[src/rtl/lsu_pkg.sv]
// Shared types and constants for the load/store sequencer: FSM states,
// lsunit field positions, funct3 encodings and byte-lane size masks.
package lsu_pkg;

    typedef enum logic [2:0] {
        IDLE  = 3'd0,
        REQ0  = 3'd1,
        WAIT0 = 3'd2,
        REQ1  = 3'd3,
        WAIT1 = 3'd4,
        DONE  = 3'd5
    } lsu_state_t;

    localparam int LSUNIT_VALID = 4;
    localparam int LSUNIT_STORE = 3;

    localparam logic [2:0] F3_B  = 3'b000;
    localparam logic [2:0] F3_H  = 3'b001;
    localparam logic [2:0] F3_W  = 3'b010;
    localparam logic [2:0] F3_BU = 3'b100;
    localparam logic [2:0] F3_HU = 3'b101;

    localparam logic [3:0] MASK_B = 4'b0001;
    localparam logic [3:0] MASK_H = 4'b0011;
    localparam logic [3:0] MASK_W = 4'b1111;

    function automatic logic funct3_ok(input logic [2:0] f3);
        return (f3 == F3_B) || (f3 == F3_H) || (f3 == F3_W) ||
               (f3 == F3_BU) || (f3 == F3_HU);
    endfunction

    function automatic logic [3:0] size_mask(input logic [2:0] f3);
        case (f3[1:0])
            2'b00:   return MASK_B;
            2'b01:   return MASK_H;
            default: return MASK_W;
        endcase
    endfunction

    function automatic logic [2:0] size_bytes(input logic [2:0] f3);
        case (f3[1:0])
            2'b00:   return 3'd1;
            2'b01:   return 3'd2;
            default: return 3'd4;
        endcase
    endfunction

endpackage

[src/rtl/lsu_align.sv]
// Combinational lane steering: store strobes/data for both beats and the
// extracted, extended load result from the two captured read words.
module lsu_align
    import lsu_pkg::*;
(
    input  logic [2:0]  funct3,
    input  logic [1:0]  off,
    input  logic [31:0] wdata,
    input  logic [31:0] rdata0,
    input  logic [31:0] rdata1,
    output logic        split,
    output logic [3:0]  strb0,
    output logic [3:0]  strb1,
    output logic [31:0] wdata0,
    output logic [31:0] wdata1,
    output logic [31:0] load_data
);

    logic [3:0]  mask;
    logic [2:0]  size;
    logic [5:0]  lo_shift;
    logic [5:0]  hi_shift;
    logic [31:0] window;

    assign mask     = size_mask(funct3);
    assign size     = size_bytes(funct3);
    assign split    = ({1'b0, off} + size) > 3'd4;
    assign lo_shift = {1'b0, off, 3'b000};
    assign hi_shift = 6'd32 - lo_shift;

    // A zero offset makes the second-beat shifts reach full width, yielding 0.
    assign strb0  = mask << off;
    assign strb1  = mask >> (3'd4 - {1'b0, off});
    assign wdata0 = wdata << lo_shift;
    assign wdata1 = wdata >> hi_shift;

    assign window = 32'({rdata1, rdata0} >> lo_shift);

    always_comb begin
        load_data = 32'd0;
        case (funct3)
            F3_B:  load_data = {{24{window[7]}}, window[7:0]};
            F3_H:  load_data = {{16{window[15]}}, window[15:0]};
            F3_W:  load_data = window;
            F3_BU: load_data = {24'd0, window[7:0]};
            F3_HU: load_data = {16'd0, window[15:0]};
            default: load_data = 32'd0;
        endcase
    end

endmodule

[src/rtl/lsu_sequencer.sv]
// Load/store sequencer: splits misaligned accesses into at most two word
// beats on a req/gnt/rvalid memory port and returns one completion pulse.
module lsu_sequencer
    import lsu_pkg::*;
(
    input  logic        clk,
    input  logic        rst_n,
    input  logic        req_valid,
    output logic        req_ready,
    input  logic [4:0]  req_lsunit,
    input  logic [31:0] req_addr,
    input  logic [31:0] req_wdata,
    output logic        rsp_valid,
    output logic [31:0] rsp_rdata,
    output logic        rsp_err,
    output logic        rsp_split,
    output logic        mem_req,
    output logic        mem_we,
    output logic [31:0] mem_addr,
    output logic [31:0] mem_wdata,
    output logic [3:0]  mem_strb,
    input  logic        mem_gnt,
    input  logic        mem_rvalid,
    input  logic [31:0] mem_rdata
);

    lsu_state_t  state_reg, state_next;
    logic        is_store_reg;
    logic [2:0]  funct3_reg;
    logic [31:0] addr_reg;
    logic [31:0] wdata_reg;
    logic [31:0] rdata0_reg;
    logic [31:0] rdata1_reg;
    logic        err_reg;
    logic        noop_reg;
    logic        accept;

    logic        split;
    logic [3:0]  strb0, strb1;
    logic [31:0] wdata0, wdata1;
    logic [31:0] load_data;
    logic [31:0] beat0_addr;

    lsu_align u_align (
        .funct3    (funct3_reg),
        .off       (addr_reg[1:0]),
        .wdata     (wdata_reg),
        .rdata0    (rdata0_reg),
        .rdata1    (rdata1_reg),
        .split     (split),
        .strb0     (strb0),
        .strb1     (strb1),
        .wdata0    (wdata0),
        .wdata1    (wdata1),
        .load_data (load_data)
    );

    assign beat0_addr = {addr_reg[31:2], 2'b00};

    always_ff @(posedge clk) begin
        if (!rst_n) begin
            state_reg    <= IDLE;
            is_store_reg <= 1'b0;
            funct3_reg   <= 3'd0;
            addr_reg     <= 32'd0;
            wdata_reg    <= 32'd0;
            rdata0_reg   <= 32'd0;
            rdata1_reg   <= 32'd0;
            err_reg      <= 1'b0;
            noop_reg     <= 1'b0;
        end else begin
            state_reg <= state_next;
            if (accept) begin
                is_store_reg <= req_lsunit[LSUNIT_STORE];
                funct3_reg   <= req_lsunit[2:0];
                addr_reg     <= req_addr;
                wdata_reg    <= req_wdata;
                rdata0_reg   <= 32'd0;
                rdata1_reg   <= 32'd0;
                err_reg      <= !funct3_ok(req_lsunit[2:0]);
                noop_reg     <= !req_lsunit[LSUNIT_VALID] || !funct3_ok(req_lsunit[2:0]);
            end
            if (state_reg == WAIT0 && mem_rvalid) rdata0_reg <= mem_rdata;
            if (state_reg == WAIT1 && mem_rvalid) rdata1_reg <= mem_rdata;
        end
    end

    // Outputs decode from registered state only, so they hold still while a beat waits for gnt.
    always_comb begin
        state_next = state_reg;
        accept     = 1'b0;
        req_ready  = 1'b0;
        mem_req    = 1'b0;
        mem_we     = 1'b0;
        mem_addr   = 32'd0;
        mem_wdata  = 32'd0;
        mem_strb   = 4'b0000;
        rsp_valid  = 1'b0;
        rsp_rdata  = 32'd0;
        rsp_err    = 1'b0;
        rsp_split  = 1'b0;
        case (state_reg)
            IDLE: begin
                req_ready = 1'b1;
                if (req_valid) begin
                    accept = 1'b1;
                    if (!req_lsunit[LSUNIT_VALID] || !funct3_ok(req_lsunit[2:0]))
                        state_next = DONE;
                    else
                        state_next = REQ0;
                end
            end
            REQ0: begin
                mem_req  = 1'b1;
                mem_we   = is_store_reg;
                mem_addr = beat0_addr;
                if (is_store_reg) begin
                    mem_strb  = strb0;
                    mem_wdata = wdata0;
                end
                if (mem_gnt) begin
                    if (!is_store_reg) state_next = WAIT0;
                    else               state_next = split ? REQ1 : DONE;
                end
            end
            WAIT0: begin
                if (mem_rvalid) state_next = split ? REQ1 : DONE;
            end
            REQ1: begin
                mem_req  = 1'b1;
                mem_we   = is_store_reg;
                mem_addr = beat0_addr + 32'd4;
                if (is_store_reg) begin
                    mem_strb  = strb1;
                    mem_wdata = wdata1;
                end
                if (mem_gnt) state_next = is_store_reg ? DONE : WAIT1;
            end
            WAIT1: begin
                if (mem_rvalid) state_next = DONE;
            end
            DONE: begin
                rsp_valid  = 1'b1;
                rsp_err    = err_reg;
                rsp_split  = split && !noop_reg;
                rsp_rdata  = (!is_store_reg && !noop_reg) ? load_data : 32'd0;
                state_next = IDLE;
            end
            default: state_next = IDLE;
        endcase
    end

endmodule

[config.mk]
export PLATFORM = sky130hd
export DESIGN_NAME = lsu_sequencer
export DESIGN_NICKNAME = d
export VERILOG_FILES = /design/src/rtl/lsu_pkg.sv /design/src/rtl/lsu_align.sv /design/src/rtl/lsu_sequencer.sv
export SDC_FILE = /design/constraint.sdc
export NUM_CORES = 1
export LEC_CHECK = 0
export ABC_CLOCK_PERIOD_IN_PS = 3700
export CORE_MARGIN = 2
export CORE_UTILIZATION = 45
export DETAILED_ROUTE_END_ITERATION = 12
export PLACE_DENSITY = 0.8
export SETUP_SLACK_MARGIN = 0.02
export SLEW_MARGIN = 15
export SYNTH_ARGS = -nofsm -noshare
export SYNTH_HDL_FRONTEND = slang
export SYNTH_SLANG_ARGS = --single-unit
[constraint.sdc]
create_clock -name clk -period 3.7 [get_ports clk]
set_input_delay 0.74 -clock clk [delete_from_list [all_inputs] [get_ports clk]]
set_output_delay 0.74 -clock clk [all_outputs]
set_load 0.02 [all_outputs]
## Word-level counts from Yosys, hierarchy flattened

Cells that the tools add are included.

- Add/sub/neg operators: 4
- Magnitude comparators: 1
- Equal/unequal tests: 19
- Shift-type cells: 5
- Muxes and demuxes: 33
- Reductions and logical operators: 21

Operators with widths:

| cell | number |
|---|---|
| 32-bit two-way mux | 7 |
| 32-bit one-hot mux with 5 select lines | 1 |
| 32-bit one-hot mux with 2 select lines | 2 |
| 64-bit by 5-bit right shift with 32-bit output | 1 |
| 32-bit by 3-bit adder with 32-bit output (second input constant) | 1 |
| 32-bit by 5-bit << shifter with 32-bit output | 1 |
| 32-bit by 6-bit right shift with 32-bit output | 1 |
| 3-bit two-way mux | 8 |
| 3-bit equality test (second input constant) | 6 |
| 4-bit one-hot mux with 2 select lines | 2 |
| 3-bit one-hot mux with 5 select lines | 1 |
| 3-bit by 2-bit equality test with 1-bit output (second input constant) | 4 |
| 2-bit != test (second input constant) | 5 |
| 3-bit by 1-bit equality test with 1-bit output (second input constant) | 3 |
| 3-bit zero test | 3 |
| 1-bit two-way mux | 9 |
| 4-bit two-way mux | 2 |
| 3-bit one-hot mux with 2 select lines | 1 |
| 6-bit by 5-bit subtractor with 6-bit output (first input constant) | 1 |
| 1-bit logical OR | 5 |
| 5-bit AND reduction | 1 |
| 1-bit logical AND | 4 |
| 1-bit zero test | 4 |
| 2-bit nonzero test | 2 |
| other kinds (8) | 8 |

- Flip-flop bits (word level): 137
- Input port bits: 106
- Word-level logic and storage cells: 92

## Longest topological paths before layout

Gate-level depths: netlist of run 1.

- Word-level depth: 10
- Depth in mapped cells: 10

## Hierarchy

Synthesis of run 1 repeated with hierarchy kept, for this count alone.

- Cell total of the unflattened synthesis: 1203
- Area total of the unflattened synthesis: 9665.5 µm²

Modules (own cells, without submodules):

| module | times used | cells each | area each (µm²) | sequential area each (µm²) |
|---|---|---|---|---|
| lsu_sequencer | 1 | 885 | 6998.0 | 2742.6 |
| lsu_align | 1 | 318 | 2667.6 | 0.0 |

## Worst setup path after synthesis of run 1

OpenSTA, ideal clock, no wires.

- Kind: flip-flop to output port
- Start point: register addr_reg[0]
- End point: output mem_wdata[15]
- Arrival: 2.618 ns
- Path slack: 0.342 ns
- Cell stages (with the launch flop): 11
- Path buffers: 4
- Cells stage by stage: dfxtp_1 clkbuf_1 buf_2 inv_1 ha_1 buf_1 clkbuf_1 mux2i_1 nor2_1 a21oi_1 o22ai_1

- Cells in the longest elaborated chain, start to end: 4

Ends and longest elaborated chain:

| element | RTL line | text |
|---|---|---|
| start: declaration | lsu_sequencer.sv:30 | `logic [31:0] addr_reg;` |
| start signal: assignment | lsu_sequencer.sv:76 | `addr_reg <= req_addr;` |
| 6-bit by 5-bit subtractor with 6-bit output | lsu_align.sv:29 | `assign hi_shift = 6'd32 - lo_shift;` |
| 32-bit by 6-bit right shift with 32-bit output | lsu_align.sv:35 | `assign wdata1 = wdata >> hi_shift;` |
| 32-bit two-way mux | lsu_sequencer.sv:133 | `if (is_store_reg) begin` |
| 32-bit one-hot mux with 2 select lines (*) | lsu_sequencer.sv:102 | `case (state_reg)` |
| end: declaration | lsu_sequencer.sv:20 | `output logic [31:0] mem_wdata,` |

Every way passes the cells marked *; elsewhere a longest branch is shown, timed or not.

## Worst setup path after layout of run 1

- Start point: register addr_reg[14]
- End point: output mem_addr[26]

- Cells in the longest elaborated chain, start to end: 2

Ends and longest elaborated chain:

| element | RTL line | text |
|---|---|---|
| 32-bit by 3-bit adder with 32-bit output | lsu_sequencer.sv:132 | `mem_addr = beat0_addr + 32'd4;` |
| 32-bit one-hot mux with 2 select lines | lsu_sequencer.sv:102 |  |
| end: declaration | lsu_sequencer.sv:19 | `output logic [31:0] mem_addr,` |

Every way passes these cells.

==> run metrics, run 1 <==
status completed; Layout area overhead 36.76%; Tmin final 3612 ps; crit-path cells and4_1 > nand4_1 > or4_1 > a21oi_1 > clkdlybuf4s50_1; IO Port Bufs 209; max-slew violation count 0; Worst-path clk slew 60 ps; nature of the critical path endpoint primary output; count leader, synth nand2_1; Arr. time, crit path 2870 ps; Clock Tree Buf Depth 2; vias post-DR 8528; row cnt 49; min-delay worst type register to register; vias in the first global route 7802; drt wl/cell 17.94 um; initial core utilization 46.07%; Peak VDD IR 0.3959 mV; Clk Latency, worst-skew pair 420 ps; synth cell count leaders 240 x nand2_1, 129 x dfxtp_1, 125 x a21boi_0; share of cells above drive strength 1 9.984%; Netlist cell types 58; power per cell area 517.8 nW/um2; slew margin rel. 34.17%; r2r setup slk 1060 ps; Seq/Total Area, Yosys 31.10%; First DRT Iteration DRCs 635; Worst-Margin Slew 987.4 ps; Detailed Routing Iterations Pass 1 6; drt total wl 26.22 mm; CP Class register to primary output; Yosys top cell by area dfxtp_1; Post-Syn Area per Cell 7.864 um2; Worst path top cell family by delay simple AND/OR/NAND/NOR gates; antenna violations before repair 0; Die Span Y 139.8 um; Yosys top cell area share 31.10%; IO Pins 212; Top FF cell, synth dfxtp_1; grt ovf 0; nets 1330; final period utilization 97.63%; CTS Root Buffer Type clkbuf_16; routed vias/inst 5.837; final hold viol count 0; DIE AREA 19560 um2; Startpoint Class register; width of the die 139.8 um; Buffers & Inverters on Critical Path 1; Final ANT Viol Nets 0; ANT cells 0; Setup Viol. Count Final 0; clk sink count 129; Fill cells 1542; skew final 11.06 ps; first-pass GRT wire length 41.28 mm; Global Route Usage Sum 26.15%; Max Clock Freq 276.8 MHz; leakage power 0.004514 uW; DP HPWL 18.21 mm; final core utilization 63.01%; CP required 2960 ps; hold_ws 478.2 ps; largest net degree at the start of global routing 80; Post-route DRC 0; largest cells by area after synthesis dfxtp_1 31%, a21boi_0 11%, nand2_1 11%, mux4_2 8.7%, mux2i_1 5.4%; CTS buffer count 17; Hold Buf Count CTS 0; Slowest Stage Delay on Critical Path 650 ps; CP max FO 9; slowest stage cell on the critical path clkdlybuf4s50_1; Core Region 18020 um2; CTS tree yes; max-cap violations 0; Synth warnings 0; Yosys reg bits 129; H-Tree Level Count 4; Cell Area, Synth 8304 um2; Mapped Cells 1056; Async S/R FF share, synth 0%; Post-synth EDFFs 0; GP Congestion 0.9080
==> layout make-up <==
| class | count | area, um2 | share of cell area (%) |
|---|---|---|---|
| clock buffer | 20 | 456.7 | 4.021 |
| clock inverter | 12 | 178.9 | 1.575 |
| inverter | 11 | 41.29 | 0.3636 |
| tap | 229 | 286.5 | 2.523 |
| multi-input combinational | 817 | 5300 | 46.67 |
| timing repair buffer | 243 | 2501 | 22.02 |
| sequential | 129 | 2592 | 22.83 |
==> through the flow <==
| step | std cells | instance area [um2] | TNS, ps | total power [uW] | setup slack, ps |
|---|---|---|---|---|---|
| after floorplan | 1057 | 8308 | 0 | 3341 | 342.1 |
| after global placement | 1424 | 10560 | 0 | 4020 | 367.8 |
| after detailed placement | 1424 | 10560 | 0 | 4064 | 338.1 |
| after CTS | 1456 | 11190 | 0 | 5874 | 28.71 |
| after global routing | 1461 | 11360 | -12.38 | 6214 | -12.38 |
| final | 1461 | 11360 | 0 | 5881 | 87.63 |
==> kinds of logic after synthesis <==
kind of cell             count (synthesis)  synth area share, %
adder cells (fa/ha/maj)                  5               0.8438
flip-flops                             129                31.10
multiplexers                            86                15.32
AO/OA/AOI/OAI                          283                22.50
other                                    1              0.04516
XOR/XNOR                                10                1.055
AND/OR/NAND/NOR                        431                23.79
buffers and inverters                  111                5.349
==> worst paths after layout <==
kind	start	end	cells after the start
setup / recovery	addr_reg[14]	mem_addr[26]	5
hold / removal	rdata1_reg[17]	rdata1_reg[17]	2
setup reg to reg	funct3_reg[1]	state_reg[1]	8
hold reg to reg	rdata1_reg[17]	rdata1_reg[17]	2
==> where the power goes <==
group,switching [uW],internal [uW]
Clock,650,1170
Combinational,1290,836
Sequential,313,1620
Total,2260,3630
==> worst register-to-register path: stages (launching register included) <==
cell and delay (ps):
dfxtp_1 520, nor2_1 110, ha_1 190, inv_1 80, fa_1 400, and2_0 230, o21ai_0 300, or4b_1 460
a21boi_0 240
==> timing repair <==
item                                    in CTS  in global routing
gates resized for setup                      6                 53
pin swaps                                    0                  1
endpoints found under the setup margin      38                 57
setup buffers                                0                  5
==> metal layers <==
layer | part of all wire, % | GRT usage (%) | routed length [um]
met4 | 2.3 | 7.316 | 613
met1 | 41 | 33.79 | 10750
met2 | 48 | 43.57 | 12570
met5 | 0 | 0 | 0
met3 | 8.7 | 6.538 | 2289
==> layout by cell type (no fill, tap or decap), types with 5 or more instances in the layout <==
master / Yosys / routed
a211oi_1: 8 / 8
o31ai_1: 11 / 11
o21ai_0: 20 / 20
clkdlybuf4s50_1: 0 / 157
xor2_1: 6 / 6
mux4_2: 32 / 32
nor2b_1: 11 / 11
nand2_1: 240 / 240
dlymetal6s2s_1: 0 / 47
nand4_1: 9 / 9
buf_4: 2 / 30
nor2_1: 41 / 41
dfxtp_1: 129 / 123
a21oi_1: 81 / 81
a21o_1: 8 / 8
dfxtp_2: 0 / 5
and4_1: 6 / 6
inv_1: 11 / 11
nand3_1: 72 / 72
o22ai_1: 17 / 17
a21boi_0: 125 / 125
mux2_2: 9 / 9
clkbuf_16: 0 / 17
or4_1: 10 / 10
nand2b_1: 8 / 8
mux2i_1: 45 / 45
Note: power is estimated with default switching activity, not from simulation.
==> run 2: changes to the inputs <==
==> constraint.sdc (replaced) <==
create_clock -name clk -period 3.7 [get_ports clk]
set_input_delay 0.74 -clock clk [delete_from_list [all_inputs] [get_ports clk]]
set_output_delay 0.74 -clock clk [all_outputs]
set_load 0.01 [all_outputs]
==> run 2 against run 1 <==
Core utilization down 0.89 points. Power down 4.1%. Combinational power about the same. Non-clock buffer count up 2. Largest power group unchanged. Setup slack about the same.
==> run metrics, run 2 (same netlist as run 1, synthesis figures left out) <==
clock share of power 27.8% (-3.1 points); vias in the first global route 7829 (+0.35%); switching share of total power 38.97% (+0.61 points); drt wl/cell 18.24 um (+1.6%); top sig layer met4; Detailed Routing Iterations Pass 1 6 (unchanged); Core Region 18020 um2 (unchanged); clk sink count 129 (unchanged); Arr. time, crit path 2870 ps (about the same); CTS Root Buffer Type clkbuf_16; status completed; final hold viol count 0 (unchanged); routed vias/inst 5.906 (+1.2%); Sequential Power Share 34.6% (+1.7 points); DIE AREA 19560 um2 (unchanged); setup ws final 87.88 ps (+0.2487 ps); nature of the critical path endpoint primary output; First DRT Iteration DRCs 664 (+4.6%); Buffers & Inverters on Critical Path 1 (unchanged); crit-path cells nand4_1 > or4_2 > or3_1 > a21oi_1 > clkdlybuf4s50_1; CTS buffer count 17 (unchanged); DR WL met3 2.310 mm (+0.92%); Combinational Power Share 37.6% (+1.4 points); Global Route Usage Sum 26.26% (+0.11 points); width of the die 139.8 um (unchanged); Post-route DRC 0 (unchanged); Int Power 3442 uW (-5.1%); Setup Viol. Count Final 0 (unchanged); sequential cell area 2596 um2 (+0.14%); Multi-input gate area 5349 um2 (+0.92%); met1 wire length 11.05 mm (+2.9%); GP Congestion 0.9181 (+1.1%); leakage power 0.003596 uW (-20%); most common cell after layout, fill and taps aside nand2_1; Worst-path clk slew 50 ps (about the same); slew margin rel. 44.12% (+9.9 points); Hold Buf Count CTS 0 (unchanged); slowest stage cell on the critical path or4_2; Placed Area 10550 um2 (-0.14%); setup TNS 0 ps (unchanged); CP Class register to primary output; H-Tree Level Count 4 (unchanged); CP max FO 8 (-1); post-route cell area 11200 um2 (-1.4%); Peak VDD IR 0.3884 mV (-1.9%); share of cells above drive strength 1 10.71% (+0.73 points); IO Port Bufs 209 (unchanged); Slowest Stage Delay on Critical Path 700 ps (+50 ps); min-delay worst type register to register; grt ovf 0 (unchanged); skew final 8.829 ps (-2.230 ps); first-pass GRT wire length 41.37 mm (+0.24%); initial core utilization 46.07% (unchanged); Worst-Margin Slew 838.2 ps (-149.2 ps); power per cell area 503.6 nW/um2 (-2.7%); max-cap violations 0 (unchanged); max-slew violation count 0 (unchanged); IO Pins 212 (unchanged); Tmin final 3612 ps (-0.2487 ps); Fill cells 1568 (+1.7%); DP HPWL 18.63 mm (+2.3%); Clk Latency, worst-skew pair 420 ps (about the same); Layout area overhead 34.84%; row cnt 49 (unchanged); hold_ws 473.3 ps (-4.938 ps); antenna violations before repair 0 (unchanged); Die Span Y 139.8 um (unchanged); CP required 2960 ps (about the same); RSZ-0062 raised after global routing no; met2 wire len 12.55 mm (-0.18%); final period utilization 97.62% (about the same); dpl ws 396.4 ps (+58.33 ps); final core utilization 62.12% (-0.89 points); Final ANT Viol Nets 0 (unchanged); Max Clock Freq 276.8 MHz (about the same); CTS tree yes; most frequent cells in the layout 239 x nand2_1, 208 x clkdlybuf4s50_1, 125 x a21boi_0; Clock Tree Buf Depth 2 (unchanged); r2r setup slk 1220 ps (+160 ps); NetSw 2197 uW (-2.6%); vias post-DR 8635 (+1.3%); Startpoint Class register; largest net degree at the start of global routing 80 (unchanged); Worst path top cell family by delay simple AND/OR/NAND/NOR gates; nets 1333 (+0.23%); drt total wl 26.66 mm (+1.7%)
[run 2: routing by layer]
layer / global-route usage [%] / up-vias
li1: - / 4090
met1: 34.58 / 4064
met2: 42.90 / 422
met3: 5.575 / 59
met4: 9.000 / 0
met5: 0 / -
[run 2: stage by stage]
step	instances	power [uW]
after detailed placement	1427	4032
after CTS	1456	5606
after floorplan	1057	3294
final	1462	5639
after global placement	1427	3976
after global routing	1461	5951
[run 2: cell type report]
cell class | instances | share of cell area [%]
flip-flops and latches | 129 | 23.19
inverters | 11 | 0.3688
well taps | 229 | 2.559
multi-input cells | 818 | 47.77
diodes | 1 | 0.02235
repair buffers | 245 | 21.23
clock buffers | 23 | 4.358
clock inverters | 6 | 0.5028
[run 2: worst reg2reg max path, stage by stage, from the launching register on]
cell and delay, ps:
dfxtp_2 440, nor2_1 100, ha_1 190, inv_1 80
fa_1 410, and2_0 230, o21ai_0 290, or4b_1 460
a21boi_0 190
[run 2: path summary, 6_finish.rpt]
| path | startpoint | to | cells after the start |
|---|---|---|---|
| worst max register to register | funct3_reg[0] | state_reg[1] | 8 |
| worst max-delay path | addr_reg[7] | mem_addr[13] | 5 |
| worst min-delay path | rdata0_reg[0] | rdata0_reg[0] | 2 |
| worst min register to register | rdata0_reg[0] | rdata0_reg[0] | 2 |
[run 2: repair_timing]
item	4_1_cts	5_1_grt
pin swaps	0	2
gates cloned	0	1
gates resized for setup	5	15
endpoints found under the setup margin	5	56
setup buffers	0	4
[run 2: power groups by stage]
stage	clock, uW	combinational, uW	sequential, uW
finish	1570	2120	1950
CTS	1580	2100	1930
global route	1640	2320	1980
detailed placement	0	2080	1950
floorplan	0	1480	1820
global placement	0	2040	1940
